**src/rtl/switch_conditioner.sv**
```systemverilog
// Purpose: per-lane 2-flop synchroniser + consecutive-sample debouncer with registered rise/fall pulses for the board slide switches.
// Latency: a raw change sampled into sync1 at edge k appears on sw_stable and the pulse outputs at edge k+DEBOUNCE_CYCLES+1.
// Backpressure: none; the block is free-running, and 'hold' only suppresses pulses. Optional macro SW_COND_FALL_DETECT_EN enables sw_fall.
module switch_conditioner #(
    parameter int WIDTH           = 16,
    parameter int DEBOUNCE_CYCLES = 1000000
) (
    input  logic             clk,
    input  logic             reset,
    input  logic [WIDTH-1:0] sw_raw,
    input  logic             hold,
    output logic [WIDTH-1:0] sw_stable,
    output logic [WIDTH-1:0] sw_rise,
    output logic [WIDTH-1:0] sw_fall,
    output logic             any_rise
);

    localparam int CNT_W = $clog2(DEBOUNCE_CYCLES);
    // Terminal count: the DEBOUNCE_CYCLES-th consecutive disagreeing sample is accepted.
    localparam logic [CNT_W-1:0] CNT_MAX = CNT_W'(DEBOUNCE_CYCLES - 1);

    logic [WIDTH-1:0] sync1_q, sync1_d;
    logic [WIDTH-1:0] sync2_q, sync2_d;
    logic [CNT_W-1:0] cnt_q [WIDTH];
    logic [CNT_W-1:0] cnt_d [WIDTH];
    logic [WIDTH-1:0] stable_q, stable_d;
    logic [WIDTH-1:0] rise_q, rise_d;
    logic             any_rise_q, any_rise_d;
    logic [WIDTH-1:0] accept;

    // Debounce: count consecutive samples differing from the stable level; accept on the terminal count.
    always_comb begin
        sync1_d  = sw_raw;
        sync2_d  = sync1_q;
        stable_d = stable_q;
        accept   = '0;
        for (int i = 0; i < WIDTH; i++) begin
            cnt_d[i] = '0;
            if (sync2_q[i] != stable_q[i]) begin
                if (cnt_q[i] == CNT_MAX) begin
                    stable_d[i] = sync2_q[i];
                    accept[i]   = 1'b1;
                end else begin
                    cnt_d[i] = cnt_q[i] + 1'b1;
                end
            end
        end
        // Edges accepted under hold are dropped for good; sw_stable still follows.
        rise_d     = accept & sync2_q & {WIDTH{~hold}};
        any_rise_d = |rise_d;
    end

    // State registers: synchroniser, counters, stable level and rise pulses.
    always_ff @(posedge clk or posedge reset) begin
        if (reset) begin
            sync1_q    <= '0;
            sync2_q    <= '0;
            stable_q   <= '0;
            rise_q     <= '0;
            any_rise_q <= 1'b0;
            for (int i = 0; i < WIDTH; i++) begin
                cnt_q[i] <= '0;
            end
        end else begin
            sync1_q    <= sync1_d;
            sync2_q    <= sync2_d;
            stable_q   <= stable_d;
            rise_q     <= rise_d;
            any_rise_q <= any_rise_d;
            for (int i = 0; i < WIDTH; i++) begin
                cnt_q[i] <= cnt_d[i];
            end
        end
    end

`ifdef SW_COND_FALL_DETECT_EN
    logic [WIDTH-1:0] fall_q, fall_d;

    // Fall pulse: accepted 1->0 change with hold low.
    always_comb begin
        fall_d = accept & ~sync2_q & {WIDTH{~hold}};
    end

    // Fall pulse register, aligned with the rise pulses.
    always_ff @(posedge clk or posedge reset) begin
        if (reset) begin
            fall_q <= '0;
        end else begin
            fall_q <= fall_d;
        end
    end

    assign sw_fall = fall_q;
`else
    // Only catches score in the default build, so no fall registers exist.
    assign sw_fall = '0;
`endif

    assign sw_stable = stable_q;
    assign sw_rise   = rise_q;
    assign any_rise  = any_rise_q;

endmodule

```
**config.mk**
```make
export PLATFORM = sky130hd
export DESIGN_NAME = switch_conditioner
export DESIGN_NICKNAME = d
export VERILOG_FILES = /design/src/rtl/switch_conditioner.sv
export SDC_FILE = /design/constraint.sdc
export NUM_CORES = 1
export LEC_CHECK = 0
export BUFFER_PORTS_ARGS = -buffer_cell sky130_fd_sc_hd__buf_2
export CORE_ASPECT_RATIO = 1.2
export CORE_UTILIZATION = 62
export DETAILED_ROUTE_END_ITERATION = 8
export GPL_TIMING_DRIVEN = 1
export MAX_ROUTING_LAYER = met4
export PLACE_DENSITY = 0.87
export SYNTH_ARGS = -nofsm -noshare
export SYNTH_HDL_FRONTEND = slang
export SYNTH_SLANG_ARGS = --single-unit
```
**constraint.sdc**
```tcl
create_clock -name clk -period 16.1 [get_ports clk]
set_input_delay 1.61 -clock clk [delete_from_list [all_inputs] [get_ports clk]]
set_output_delay 1.61 -clock clk [all_outputs]
set_load 0.02 [all_outputs]
```
# Word level (Yosys, flattened, before mapping)
# Cells that the tools add are included.
# Widths: inputs -> output; s select.
dict set report classes {
  addsub 16
  n_mul 0
  div 0
  n_lt_le_gt_ge 0
  eq_ne 32
  n_shift 0
  muxes 64
  bitwise 3
  n_reduce_logical 17
}
# operator count
set ops {}
lappend ops {{$mux 20} 32}
lappend ops {{$add 20x1->20 const B} 16}
lappend ops {{$eq 20x20->1 const B} 16}
lappend ops {{$and 16x16->16} 2}
lappend ops {{$mux 1} 32}
lappend ops {{$reduce_and 2->1} 16}
lappend ops {{$ne 1x1->1} 16}
lappend ops {{$reduce_or 16->1} 1}
lappend ops {{$not 1->1} 1}
dict set report totals {
  register_bits 385
  latch_bits 0
  ramBits 0
  rom_bits 0
  inputBits 19
  out_inout_bits 49
  memories 0
}

# Depth between registers and ports, before layout
# Gate-level depths: netlist of the first run.
dict set report depth {
  word_depth 6
  ltp_mapped 8
  ltp_nobuf 6
}

# Worst setup path after synthesis of the first run
# No wires, ideal clock.
dict set report synth_path {
  path_type {input to register}
  startpoint {in hold}
  endpoint {reg any_rise_q, in the netlist any_rise}
  arrival_time_ns 2.605
  required_ns 15.960
  setup_slack_ns 13.355
  stages 7
  path_cell_list {clkbuf_1 > clkbuf_1 > nor2_1 > nand2_1 > nor3_1 > nor4_1 > nand4_1}
}
dict set report synth_between {
  elab_chain_len 3
}
# item line
set synth_rtl {}
lappend synth_rtl {{start: declaration} 11} ;# input logic hold,
lappend synth_rtl {{$not 1->1} 49} ;# rise_d = accept & sync2_q & {WIDTH{~hold}};
lappend synth_rtl {{$and 16x16->16} 49}
lappend synth_rtl {{net rise_d[13]} 27} ;# logic [WIDTH-1:0] rise_q, rise_d;
lappend synth_rtl {{$reduce_or 16->1} 50} ;# any_rise_d = |rise_d;
lappend synth_rtl {{net any_rise_d} 28} ;# logic any_rise_q, any_rise_d;
lappend synth_rtl {{end signal: assignment} 69} ;# any_rise_q <= any_rise_d;
lappend synth_rtl {{end: declaration} 28}
# The timed path passes the listed nets, and every way through them passes these cells.
# A chain may end at the register's enable or synchronous reset.

# Final worst setup path of the first run
dict set report layout_path {
  startpoint {reg stable_q[15], in the netlist sw_stable[15]}
  endpoint {out sw_stable[15]}
}
# item line
set layout_rtl {}
lappend layout_rtl {{start: declaration} 26} ;# logic [WIDTH-1:0] stable_q, stable_d;
lappend layout_rtl {{start signal: assignment} 67} ;# stable_q <= stable_d;
lappend layout_rtl {{end: declaration} 12} ;# output logic [WIDTH-1:0] sw_stable,
# No word-level cell between the ends.

==> results of run 1 <==
==> per-stage QoR <==
step | total power [uW] | setup WS (ps) | util [%] | hold slack [ps] | instance area, um^2
floorplan | 1060 | 3790 | - | 331 | 17800
global placement | 1070 | 12750 | 65.2 | 332 | 18300
detailed placement | 1070 | 12720 | 65.2 | 335 | 18300
CTS | 2060 | 13270 | 70.3 | 348 | 19700
global route | 2110 | 13000 | 70.3 | 352 | 19700
finish | 2040 | 13320 | 70.3 | 349 | 19700
==> kinds of logic after synthesis <==
group / count (synthesis) / share of synthesized area [%]
and+or+nand+nor: 935 / 25.7
DFF: 385 / 54.1
xor gates and xnor gates: 289 / 14.2
buffers and inverters: 99 / 2.80
AOI/OAI and AO/OA: 34 / 0.977
adders and majority gates: 16 / 1.13
muxes: 16 / 1.01
other: 1 / 0.0211
==> power by group through the flow <==
stage	clock, uW	combinational (uW)	sequential [uW]
final	987	62.8	994
after detailed placement	0	63.2	1010
after floorplan	0	53.0	1010
after global placement	0	60.7	1010
after global routing	1040	72.8	996
after CTS	1000	64.6	994
==> Yosys cell counts, drive strengths merged, types with 2 or more instances <==
| cell | count | area share (%) |
|---|---|---|
| or3b | 2 | 0.098 |
| clkbuf | 20 | 0.42 |
| and4 | 23 | 1.1 |
| dfrtp | 385 | 54 |
| nor4 | 31 | 1.1 |
| nor3 | 63 | 1.8 |
| nand4bb | 2 | 0.13 |
| and3 | 41 | 1.4 |
| nand3 | 107 | 3.0 |
| nand4 | 62 | 2.2 |
| nor4bb | 8 | 0.45 |
| nor2 | 382 | 8.1 |
| or4b | 2 | 0.11 |
| ha | 16 | 1.1 |
| and2 | 12 | 0.42 |
| buf | 33 | 1.4 |
| nor2b | 7 | 0.25 |
| xor2 | 133 | 6.5 |
| nor4b | 19 | 0.94 |
| or4 | 11 | 0.49 |
| or3 | 18 | 0.63 |
| nand2 | 123 | 2.6 |
| a21oi | 15 | 0.42 |
| o21ai | 19 | 0.56 |
| nor3b | 2 | 0.084 |
| nand2b | 2 | 0.070 |
| xnor2 | 156 | 7.7 |
| or2 | 14 | 0.49 |
| inv | 46 | 0.97 |
| mux2 | 16 | 1.0 |
==> layout make-up <==
cell class / count / area [um^2]
flip-flops and latches: 385 / 9630
clock buffers: 53 / 1120
clock inverters: 17 / 297
fillers: 1904 / 8340
well taps: 379 / 474
inverters: 46 / 180
multi-input cells: 1306 / 7720
diodes: 1 / 2.50
repair buffers: 57 / 313
==> layer usage <==
layer  up-vias  global-route usage, %  routed length, um
li1       6046                      -                  -
met1      6300                   32.3              14600
met5         -                      -                  0
met2       279                   44.4              18500
met3        96                   4.88               1780
met4         0                   8.82                935
==> sequential cells by signal (all words and copies together) (netlist names) <==
name       flops
cnt_q        320
sw_rise       16
sw_stable     16
sync1_q       16
sync2_q       16
any_rise       1
==> how the worst min path moves through the flow <==
| stage | to | depth (start not counted) | slack, ps |
|---|---|---|---|
| global placement | sync2_q[7] | 0 | 330 |
| finish | sync2_q[3] | 0 | 350 |
| CTS | sync2_q[3] | 0 | 350 |
| detailed placement | sync2_q[3] | 0 | 330 |
| global route | sync2_q[9] | 0 | 350 |
| floorplan | sync2_q[0] | 0 | 330 |
==> impl_results.rst, run 1 <==
.. list-table::
   :header-rows: 1

   * - Metric
     - Value
   * - Post-CTS Setup Repair Bufs
     - 0
   * - Worst R2R Path Depth
     - 6
   * - Worst Path Buf+Inv
     - 1
   * - Switching share of power
     - roughly a fifth
   * - Number of core rows
     - 67
   * - Clock sink count
     - about 390
   * - Proportion of power drawn by the clock network
     - roughly half
   * - Critical Path Sink Type
     - output pin
   * - CTS Buffer Depth
     - 3
   * - Area enclosed by the die boundary
     - between 0.02 and 0.03 mm^2
   * - Final hold violations
     - 0
   * - Leakage dissipation
     - 0.00852 uW
   * - EDFF count, synth
     - 0
   * - Proportion of power drawn by flip-flops and latches
     - a little under 50%
   * - Die height
     - between 150 and 200 um
   * - Worst Max-Slew Pin Slew
     - around 1100 ps
   * - Post-cts resize count
     - 0
   * - Slowest library cell on the worst path
     - sky130_fd_sc_hd__dfrtp_1
   * - Min Clock Period, post-route
     - 2780 ps
   * - First-pass iteration count of the detailed router
     - 5
   * - Number of nets still failing antenna checks after routing
     - 0
   * - Total CTS buffers
     - 38
   * - Total number of yosys warnings
     - 0
   * - Final number of max-transition violations
     - 0
   * - Cell Count, Final, Fillers Out
     - 2,244
   * - Core area
     - approximately 0.028 mm^2
   * - Post-detailed-route wirelength per cell
     - around 16 um
   * - Peak Freq
     - 360 MHz
   * - Slew HR
     - ~28%
   * - Sequential fraction of the synthesis area
     - around 54%
   * - Overall Global Routing Usage
     - a little over a quarter
   * - Vias in the first global route
     - ~13,000
   * - Number of standard cells after synthesis
     - 1,775
   * - Leading register cell type out of synthesis
     - sky130_fd_sc_hd__dfrtp_1
   * - Class of the worst hold path
     - reg -> reg
   * - Leading cell type in the layout, fill and taps excluded
     - sky130_fd_sc_hd__dfrtp_1
   * - Hold Crit Start
     - sync1_q[3]
   * - Synthesized area divided by synthesized cell count
     - 10.0 um^2
   * - Synthesized flop and latch total
     - 385
   * - NetSw
     - roughly 430 uW
   * - Number of max-capacitance violations reported
     - 0
   * - Half-perimeter wire length after placement
     - roughly 23,000 um
   * - Initial drt markers
     - about 800
   * - Setup crit start
     - sw_stable[15]
   * - Post-CTS clock slew at the launch and capture registers of the worst setup and hold paths
     - 60 ps
   * - Clock root buffer
     - sky130_fd_sc_hd__clkbuf_16
   * - Worst Path Class, Setup
     - reg -> out
   * - Post-route fraction of the period consumed by the critical path
     - around 17%
   * - FF-to-FF Start
     - cnt_q[0]
   * - Commonest non-fill, non-tap cells in the layout
     - 385 x sky130_fd_sc_hd__dfrtp_1, 382 x sky130_fd_sc_hd__nor2_1, 156 x sky130_fd_sc_hd__xnor2_1, 133 x sky130_fd_sc_hd__xor2_1, 122 x sky130_fd_sc_hd__nand2_1
   * - Die Wd
     - 157 um
   * - Worst Skew
     - 11.8 ps
   * - Distinct cells, synth
     - 47
   * - Stage delay of the slowest cell on the critical path
     - about 430 ps
   * - CP required
     - roughly 14,000 ps
   * - Number of I/O port buffers
     - 51
   * - Portion of total power attributed to combinational logic
     - slightly above 3%
   * - Quantity of hold-fixing buffers added after cts
     - 0
   * - RSZ-0062 raised after global routing
     - false
   * - Worst-path cell chain
     - buf_2
   * - Setup slack of the worst register-to-register path
     - between 10,000 and 15,000 ps
   * - First-pass GRT wire length
     - a little over 60,000 um
   * - Overall via count from detail_route
     - 12,700
   * - Critical-path maximum fanout
     - 4
   * - Proportion of synthesized flip-flops having asynchronous set or reset
     - 100%
   * - H-tree depth
     - 2
   * - Design internal power
     - 1610 uW
   * - Finish-stage setup viols
     - 0
   * - Pin count of the biggest net entering global routing
     - about 190
   * - Skew-Pair Late Insertion Delay
     - around 520 ps
   * - Number of remaining DRC errors
     - 0
   * - Net count, final
     - roughly 1,900
   * - End of the critical path
     - sw_stable[15]
   * - Critical R2R Capture
     - cnt_q[9]
   * - Worst path depth
     - 1
   * - Worst path top cell family by delay
     - flip-flops
   * - Routability congestion estimate from global placement
     - about 0.85
   * - Worst VDD drop
     - ~0.000083 V
   * - Area added between synthesis and finish
     - 10.9%
   * - Post-synth design cell area
     - around 0.018 mm^2
   * - Wire length after detailed routing
     - 35,800 um
   * - Kind of launch point of the worst setup path
     - flip-flop
   * - Initial antenna violation count
     - 1
   * - Global-route congestion overflow total
     - 0
   * - Starting utilization of the core area
     - ~63%
   * - Cells after DPL
     - between 2,000 and 2,500
   * - Routed via count divided by cell count
     - 5.67
   * - Clock tree from TritonCTS
     - done
   * - P per Cell Area
     - between 100 and 150 mW/mm^2
   * - I/O pin total
     - 68
   * - Sum Neg Setup Slack
     - 0 ps
   * - Fraction of final layout cells with drive strength greater than 1
     - approximately 8.4%
   * - Status
     - complete, no violations
   * - Worst EP arrival
     - 1170 ps
Power figures use the tool's default switching activity.
==> run 2, diff against run 1 <==
--- a/config.mk
+++ b/config.mk
@@ -7,11 +7,11 @@
 export LEC_CHECK = 0
 export BUFFER_PORTS_ARGS = -buffer_cell sky130_fd_sc_hd__buf_2
 export CORE_ASPECT_RATIO = 1.2
-export CORE_UTILIZATION = 62
+export CORE_UTILIZATION = 56
 export DETAILED_ROUTE_END_ITERATION = 8
 export GPL_TIMING_DRIVEN = 1
 export MAX_ROUTING_LAYER = met4
-export PLACE_DENSITY = 0.87
+export PLACE_DENSITY = 0.83
 export SYNTH_ARGS = -nofsm -noshare
 export SYNTH_HDL_FRONTEND = slang
 export SYNTH_SLANG_ARGS = --single-unit
==> constraint.sdc (replaced) <==
create_clock -name clk -period 2.5 [get_ports clk]
set_input_delay 0.25 -clock clk [delete_from_list [all_inputs] [get_ports clk]]
set_output_delay 0.25 -clock clk [all_outputs]
set_load 0.02 [all_outputs]
==> run 2 against run 1 <==
  * Wire length decreased by 5.5%
  * Cell count increased by 2.6%
  * Highest routed layer unchanged
  * Core utilization decreased by 6.2 points
  * Critical path type is now reg -> reg
==> impl_results.rst, run 2 (synthesis results as in run 1) <==
.. list-table::
   :header-rows: 1

   * - Metric
     - Value
   * - Status
     - complete, no violations
   * - Overall via count from detail_route
     - ~13,000
   * - Post-cts resize count
     - 0
   * - I/O pin total
     - 68
   * - Worst VDD drop
     - around 0.00056 V
   * - Critical Path Sink Type
     - flip-flop
   * - Number of max-capacitance violations reported
     - 0
   * - Die Wd
     - between 150 and 200 um
   * - Worst Skew
     - between 10 and 15 ps
   * - Final core utilization
     - around 64%
   * - Fraction of final layout cells with drive strength greater than 1
     - 9.36%
   * - Leakage dissipation
     - roughly 0.0087 uW
   * - Commonest non-fill, non-tap cells in the layout
     - 385 x sky130_fd_sc_hd__dfrtp_1, 382 x sky130_fd_sc_hd__nor2_1, 156 x sky130_fd_sc_hd__xnor2_1, 133 x sky130_fd_sc_hd__xor2_1, 122 x sky130_fd_sc_hd__nand2_1
   * - Kind of launch point of the worst setup path
     - flip-flop
   * - Area added between synthesis and finish
     - 12.7%
   * - Half-perimeter wire length after placement
     - ~23,000 um
   * - Slew HR
     - 51.0%
   * - CTS Buffer Depth
     - 3
   * - Global-route congestion overflow total
     - 0
   * - Final number of max-transition violations
     - 0
   * - Worst Max-Slew Pin Slew
     - approximately 730 ps
   * - Pin count of the biggest net entering global routing
     - 76
   * - Cells after DPL
     - around 2,200
   * - Worst Path Class, Setup
     - reg -> reg
   * - Clock sink count
     - between 300 and 400
   * - Post-layout total power
     - between 10,000 and 15,000 uW
   * - First-pass GRT wire length
     - 58,600 um
   * - Min Clock Period, post-route
     - ~2200 ps
   * - Skew-Pair Late Insertion Delay
     - 530 ps
   * - Cell area after layout
     - between 0.02 and 0.025 mm^2
   * - Finish-stage setup viols
     - 0
   * - Critical-path maximum fanout
     - 4
   * - Antenna Diode Count
     - 0
   * - Cell Count, Final, Fillers Out
     - 2,303
   * - Post-Route Hold Slack
     - ~330 ps
   * - H-tree depth
     - 2
   * - Final hold violations
     - 0
   * - Initial drt markers
     - 772
   * - Post-detailed-route wirelength per cell
     - 14.7 um
   * - Overall Global Routing Usage
     - ~23%
   * - Core area
     - around 0.031 mm^2
   * - Wire length after detailed routing
     - about 34,000 um
   * - Register with the highest flop count
     - cnt_q
   * - Die height
     - ~200 um
   * - Clock root buffer
     - sky130_fd_sc_hd__clkbuf_16
   * - Leading cell type in the layout, fill and taps excluded
     - sky130_fd_sc_hd__dfrtp_1
   * - Routability congestion estimate from global placement
     - about 0.89
   * - RSZ-0062 raised after global routing
     - false
   * - Total CTS buffers
     - 39
   * - Post-CTS clock slew at the launch and capture registers of the worst setup and hold paths
     - around 60 ps
   * - Starting utilization of the core area
     - 56.9%
   * - Area enclosed by the die boundary
     - 0.0325 mm^2
   * - Routed via count divided by cell count
     - 5.50
   * - Placed Instance Area
     - 0.0186 mm^2
   * - Peak Freq
     - between 400 and 500 MHz
   * - Number of I/O port buffers
     - around 50
   * - Number of nets still failing antenna checks after routing
     - 0
   * - Number of core rows
     - 71
   * - Clock tree from TritonCTS
     - done
   * - Initial antenna violation count
     - 0
   * - Net count, final
     - 1,911
   * - First-pass iteration count of the detailed router
     - 7
   * - Post-route fraction of the period consumed by the critical path
     - a little under nine tenths
   * - P per Cell Area
     - about 640 mW/mm^2
   * - Worst EP arrival
     - approximately 2600 ps
   * - CP required
     - 2960 ps
   * - Class of the worst hold path
     - in -> async
   * - Flip-flop count of the largest register, all copies and words added
     - 320
   * - Vias in the first global route
     - 12,600
   * - Number of remaining DRC errors
     - 0
[run 2: worst paths after layout]
kind	from	end	slack [ps]	depth (start not counted)
max in group asynchronous	reset	cnt_q[198]	1290	5
setup reg to reg	cnt_q[80]	any_rise	340	7
setup / recovery	cnt_q[80]	any_rise	340	7
min in group clk	sync1_q[0]	sync2_q[0]	340	0
hold reg to reg	sync1_q[0]	sync2_q[0]	340	0
hold / removal	reset	cnt_q[271]	330	3
[run 2: area by class of cell]
type                    instances  area [um^2]
clock buffers                  56         1170
fillers                      2346        11200
well taps                     401          502
multi-input cells            1306         7720
inverters                      46          176
clock inverters                11          138
flip-flops and latches        385         9630
repair buffers                 98          713
[run 2: stage by stage]
| stage | worst slack (ps) | TNS [ps] |
|---|---|---|
| final | 341 | 0 |
| after global routing | 213 | 0 |
| after CTS | 346 | 0 |
| after detailed placement | 364 | 0 |
| after global placement | 446 | 0 |
| after floorplan | -2930 | -1126490 |
[run 2: routing by layer]
| metal | vias up | routed length (um) | share of wire [%] | global-route usage, % |
|---|---|---|---|---|
| met5 | - | 0 | 0 | - |
| met4 | 0 | 1110 | 3.3 | 9.00 |
| met3 | 77 | 1510 | 4.4 | 3.86 |
| met2 | 231 | 16600 | 49 | 36.5 |
| met1 | 6224 | 14600 | 43 | 28.5 |
| li1 | 6132 | - | - | - |
[run 2: where the power goes]
part	total (uW)	internal, uW	switching [uW]	leakage [uW]
registers	6400	6320	81.7	0.00527
clock network	5900	3560	2340	0.000639
logic	448	141	307	0.00277
total	12800	10000	2730	0.00868
[run 2: what timing repair did]
action                                 CTS  global route
buffers inserted                         0             0
hold buffers                            17             0
endpoints found under the hold margin   23             0
[run 2: critical path, cell delays in order (launching register included)]
cell                      delay (ps)
sky130_fd_sc_hd__dfrtp_1         390
sky130_fd_sc_hd__ha_1            210
sky130_fd_sc_hd__nand3_1         160
sky130_fd_sc_hd__or4_1           570
sky130_fd_sc_hd__nor4_1          430
sky130_fd_sc_hd__buf_4           200
sky130_fd_sc_hd__nor4_1           50
sky130_fd_sc_hd__nand4_1          90
==> run 3, diff against run 2 <==
--- a/config.mk
+++ b/config.mk
@@ -5,13 +5,14 @@
 export SDC_FILE = /design/constraint.sdc
 export NUM_CORES = 1
 export LEC_CHECK = 0
+export ABC_AREA = 1
 export BUFFER_PORTS_ARGS = -buffer_cell sky130_fd_sc_hd__buf_2
 export CORE_ASPECT_RATIO = 1.2
-export CORE_UTILIZATION = 56
+export CORE_UTILIZATION = 57
 export DETAILED_ROUTE_END_ITERATION = 8
 export GPL_TIMING_DRIVEN = 1
 export MAX_ROUTING_LAYER = met4
-export PLACE_DENSITY = 0.83
+export PLACE_DENSITY = 0.84
 export SYNTH_ARGS = -nofsm -noshare
 export SYNTH_HDL_FRONTEND = slang
 export SYNTH_SLANG_ARGS = --single-unit
==> run 3 against run 2 <==
  * First-iteration DRC count rose by 55%
  * Sequential cell count did not move
  * Worst setup slack improved by 240 ps
  * Register-to-register slack improved by 240 ps
  * Largest power group unchanged
==> impl_results.rst, run 3 <==
.. list-table::
   :header-rows: 1

   * - Metric
     - Value
   * - Proportion of synthesized flip-flops having asynchronous set or reset
     - 100%
   * - Worst Skew
     - roughly 11 ps
   * - Post-route fraction of the period consumed by the critical path
     - around 77%
   * - P per Cell Area
     - 580 mW/mm^2
   * - Setup slack of the worst register-to-register path
     - about 580 ps
   * - EDFF count, synth
     - 0
   * - Initial drt markers
     - about 1,200
   * - Finish-stage setup viols
     - 0
   * - Cell mode on critical path
     - sky130_fd_sc_hd__nand2_1
   * - Number of max-capacitance violations reported
     - 0
   * - RSZ-0062 raised after global routing
     - false
   * - CP required
     - 2900 ps
   * - NetSw
     - between 2000 and 3000 uW
   * - Leading register cell type out of synthesis
     - sky130_fd_sc_hd__dfrtp_1
   * - Number of remaining DRC errors
     - 0
   * - Distinct cells, synth
     - 42
   * - Clock tree from TritonCTS
     - done
   * - Number of nets still failing antenna checks after routing
     - 0
   * - Proportion of power drawn by the clock network
     - 45.6%
   * - Routability congestion estimate from global placement
     - 0.913
   * - Endpoint of the worst hold path
     - sync2_q[9]
   * - Storage element area
     - 0.00963 mm^2
   * - Critical-path maximum fanout
     - 11
   * - Area added between synthesis and finish
     - 12.1%
   * - Portion of synthesized cell area occupied by the leading cell type
     - 49.4%
   * - Critical Path Sink Type
     - flip-flop
   * - Worst Path Buf+Inv
     - 1
   * - Die Wd
     - 171 um
   * - Clock root buffer
     - sky130_fd_sc_hd__clkbuf_16
   * - Synthesized area divided by synthesized cell count
     - around 8.2 um^2
   * - Half-perimeter wire length after placement
     - 28,800 um
   * - I/O pin total
     - slightly below 70
   * - Status
     - complete, no violations
   * - Net count, final
     - 2,535
   * - Synthesized flop and latch total
     - slightly below 400
   * - H-tree depth
     - 2
   * - Commonest cells in the synthesized netlist
     - 451 x sky130_fd_sc_hd__nand2_1, 451 x sky130_fd_sc_hd__nor2_1, 385 x sky130_fd_sc_hd__dfrtp_1, 306 x sky130_fd_sc_hd__inv_1, 122 x sky130_fd_sc_hd__nand3_1
   * - Skew-Pair Late Insertion Delay
     - approximately 530 ps
   * - First-pass iteration count of the detailed router
     - 8
   * - Portion of total power attributed to combinational logic
     - approximately 4.0%
   * - Fillers
     - about 2,700
   * - Quantity of hold-fixing buffers added after cts
     - 17
   * - Leakage dissipation
     - slightly above 0.01 uW
   * - Slowest library cell on the worst path
     - sky130_fd_sc_hd__dfrtp_1
   * - Worst R2R Path Depth
     - 8
   * - Number of core rows
     - 73
   * - Total CTS buffers
     - 40
   * - Worst EP arrival
     - 2320 ps
   * - Fraction of final layout cells with drive strength greater than 1
     - under 10%
   * - Commonest non-fill, non-tap cells in the layout
     - 451 x sky130_fd_sc_hd__nand2_1, 451 x sky130_fd_sc_hd__nor2_1, 385 x sky130_fd_sc_hd__dfrtp_1, 305 x sky130_fd_sc_hd__inv_1, 122 x sky130_fd_sc_hd__nand3_1
   * - Area enclosed by the die boundary
     - approximately 0.035 mm^2
   * - CTS Buffer Depth
     - 3
   * - Overall via count from detail_route
     - around 16,000
   * - Clock sink count
     - between 300 and 400
   * - Proportion of power drawn by flip-flops and latches
     - 50.4%
   * - Top area cells in the synthesized netlist
     - sky130_fd_sc_hd__dfrtp_1 49%, sky130_fd_sc_hd__nand2_1 8.7%, sky130_fd_sc_hd__nor2_1 8.7%
   * - Post-CTS clock slew at the launch and capture registers of the worst setup and hold paths
     - 60 ps
   * - Vias in the first global route
     - between 15,000 and 20,000
   * - Overall Global Routing Usage
     - around 25%
   * - Post-CTS Setup Repair Bufs
     - 0
   * - Post-detailed-route wirelength per cell
     - roughly 14 um
   * - Number of I/O port buffers
     - a little over 50
   * - Slew HR
     - 50.4%
   * - Final core utilization
     - between 60 and 70%
   * - Antenna Diode Count
     - 0
   * - Wire length after detailed routing
     - 40,400 um
   * - Core area
     - around 0.033 mm^2
   * - Critical R2R Capture
     - cnt_q[112]
   * - Final hold violations
     - 0
   * - Final number of max-transition violations
     - 0
   * - Register with the highest flop count
     - cnt_q
   * - Routed via count divided by cell count
     - between 5 and 6
   * - Post-layout total power
     - around 13,000 uW
   * - Worst Path Class, Setup
     - reg -> reg
   * - Total number of yosys warnings
     - 0
   * - Dominant cell type by area after synthesis
     - sky130_fd_sc_hd__dfrtp_1
   * - Design internal power
     - about 9900 uW
   * - Worst-path cell chain
     - ha_1 -> nand3_2 -> nor2_1 -> nand2_1 -> nand2_1 -> inv_1 -> o21ai_0 -> a21oi_1
   * - First-pass GRT wire length
     - 69,500 um
   * - Number of standard cells after synthesis
     - roughly 2,400
   * - Sequential fraction of the synthesis area
     - around half
   * - Switching share of power
     - 21.9%
   * - Worst VDD drop
     - ~0.00045 V
   * - Flip-flop count of the largest register, all copies and words added
     - between 300 and 400
   * - Post-synth design cell area
     - slightly below 0.02 mm^2
   * - Peak Freq
     - around 520 MHz
   * - Initial antenna violation count
     - 0
   * - Worst path top cell family by delay
     - simple AND/OR/NAND/NOR gates
   * - Die height
     - 205 um
   * - Post-cts resize count
     - 0
   * - Multi-input logic area
     - between 0.008 and 0.009 mm^2
   * - Min Clock Period, post-route
     - between 1500 and 2000 ps
   * - Pin count of the biggest net entering global routing
     - between 60 and 70
   * - Kind of launch point of the worst setup path
     - flip-flop
   * - FF-to-FF Start
     - cnt_q[100]
   * - Class of the worst hold path
     - reg -> reg
   * - Hold Crit Start
     - sync1_q[9]
   * - Starting utilization of the core area
     - between 50% and 60%
   * - Global-route congestion overflow total
     - 0
   * - Stage delay of the slowest cell on the critical path
     - 380 ps
   * - Worst Max-Slew Pin Slew
     - 742 ps
   * - Worst hold stages
     - 0
[run 3: routing by layer]
layer	wire, um	GRT usage (%)	part of all wire [%]
met1	16900	29.2	42
met2	20700	42.8	51
met3	1640	3.92	4.1
met4	1110	9.22	2.8
met5	0	-	0
[run 3: area by class of cell]
| class | count | share of cell area (%) |
|---|---|---|
| flip-flops and latches | 385 | 44.1 |
| multi-input cells | 1672 | 39.3 |
| inverters | 314 | 5.41 |
| clock buffers | 55 | 5.30 |
| repair buffers | 87 | 2.88 |
| well taps | 450 | 2.58 |
| clock inverters | 10 | 0.492 |
[run 3: cell families after synthesis]
family	after synthesis	share of synthesized area, %
compound gates	203	5.64
xor+xnor	132	5.93
fa+ha+maj	16	1.03
buf+inv	338	6.91
flops	385	49.4
mux	8	0.462
other cells	1	0.0192
simple gates	1297	30.6
[run 3: worst max path at each step]
stage / cells after the start / startpoint / to / slack (ps)
CTS: 8 / cnt_q[100] / cnt_q[112] / 580
global placement: 7 / cnt_q[280] / cnt_q[293] / 760
detailed placement: 8 / cnt_q[100] / cnt_q[112] / 600
finish: 8 / cnt_q[100] / cnt_q[112] / 580
global route: 8 / cnt_q[140] / cnt_q[152] / 410
floorplan: 1 / reset / any_rise / -2930
[run 3: power groups by stage]
stage	sequential, uW	clock [uW]	combinational (uW)
floorplan	6490	0	367
global placement	6500	0	478
detailed placement	6510	0	495
CTS	6400	5920	523
global route	6400	6160	590
finish	6400	5780	510
[run 3: stage by stage]
step / std cells / instance area, um^2 / TNS, ps / hold WS, ps / setup WS [ps]
after CTS: 2973 / 21900 / 0 / 336 / 575
final: 2973 / 21900 / 0 / 345 / 583
after global placement: 2891 / 20400 / 0 / 332 / 762
after global routing: 2973 / 21900 / 0 / 346 / 411
after floorplan: 2395 / 19600 / -1126490 / 281 / -2930
after detailed placement: 2891 / 20400 / 0 / 335 / 599
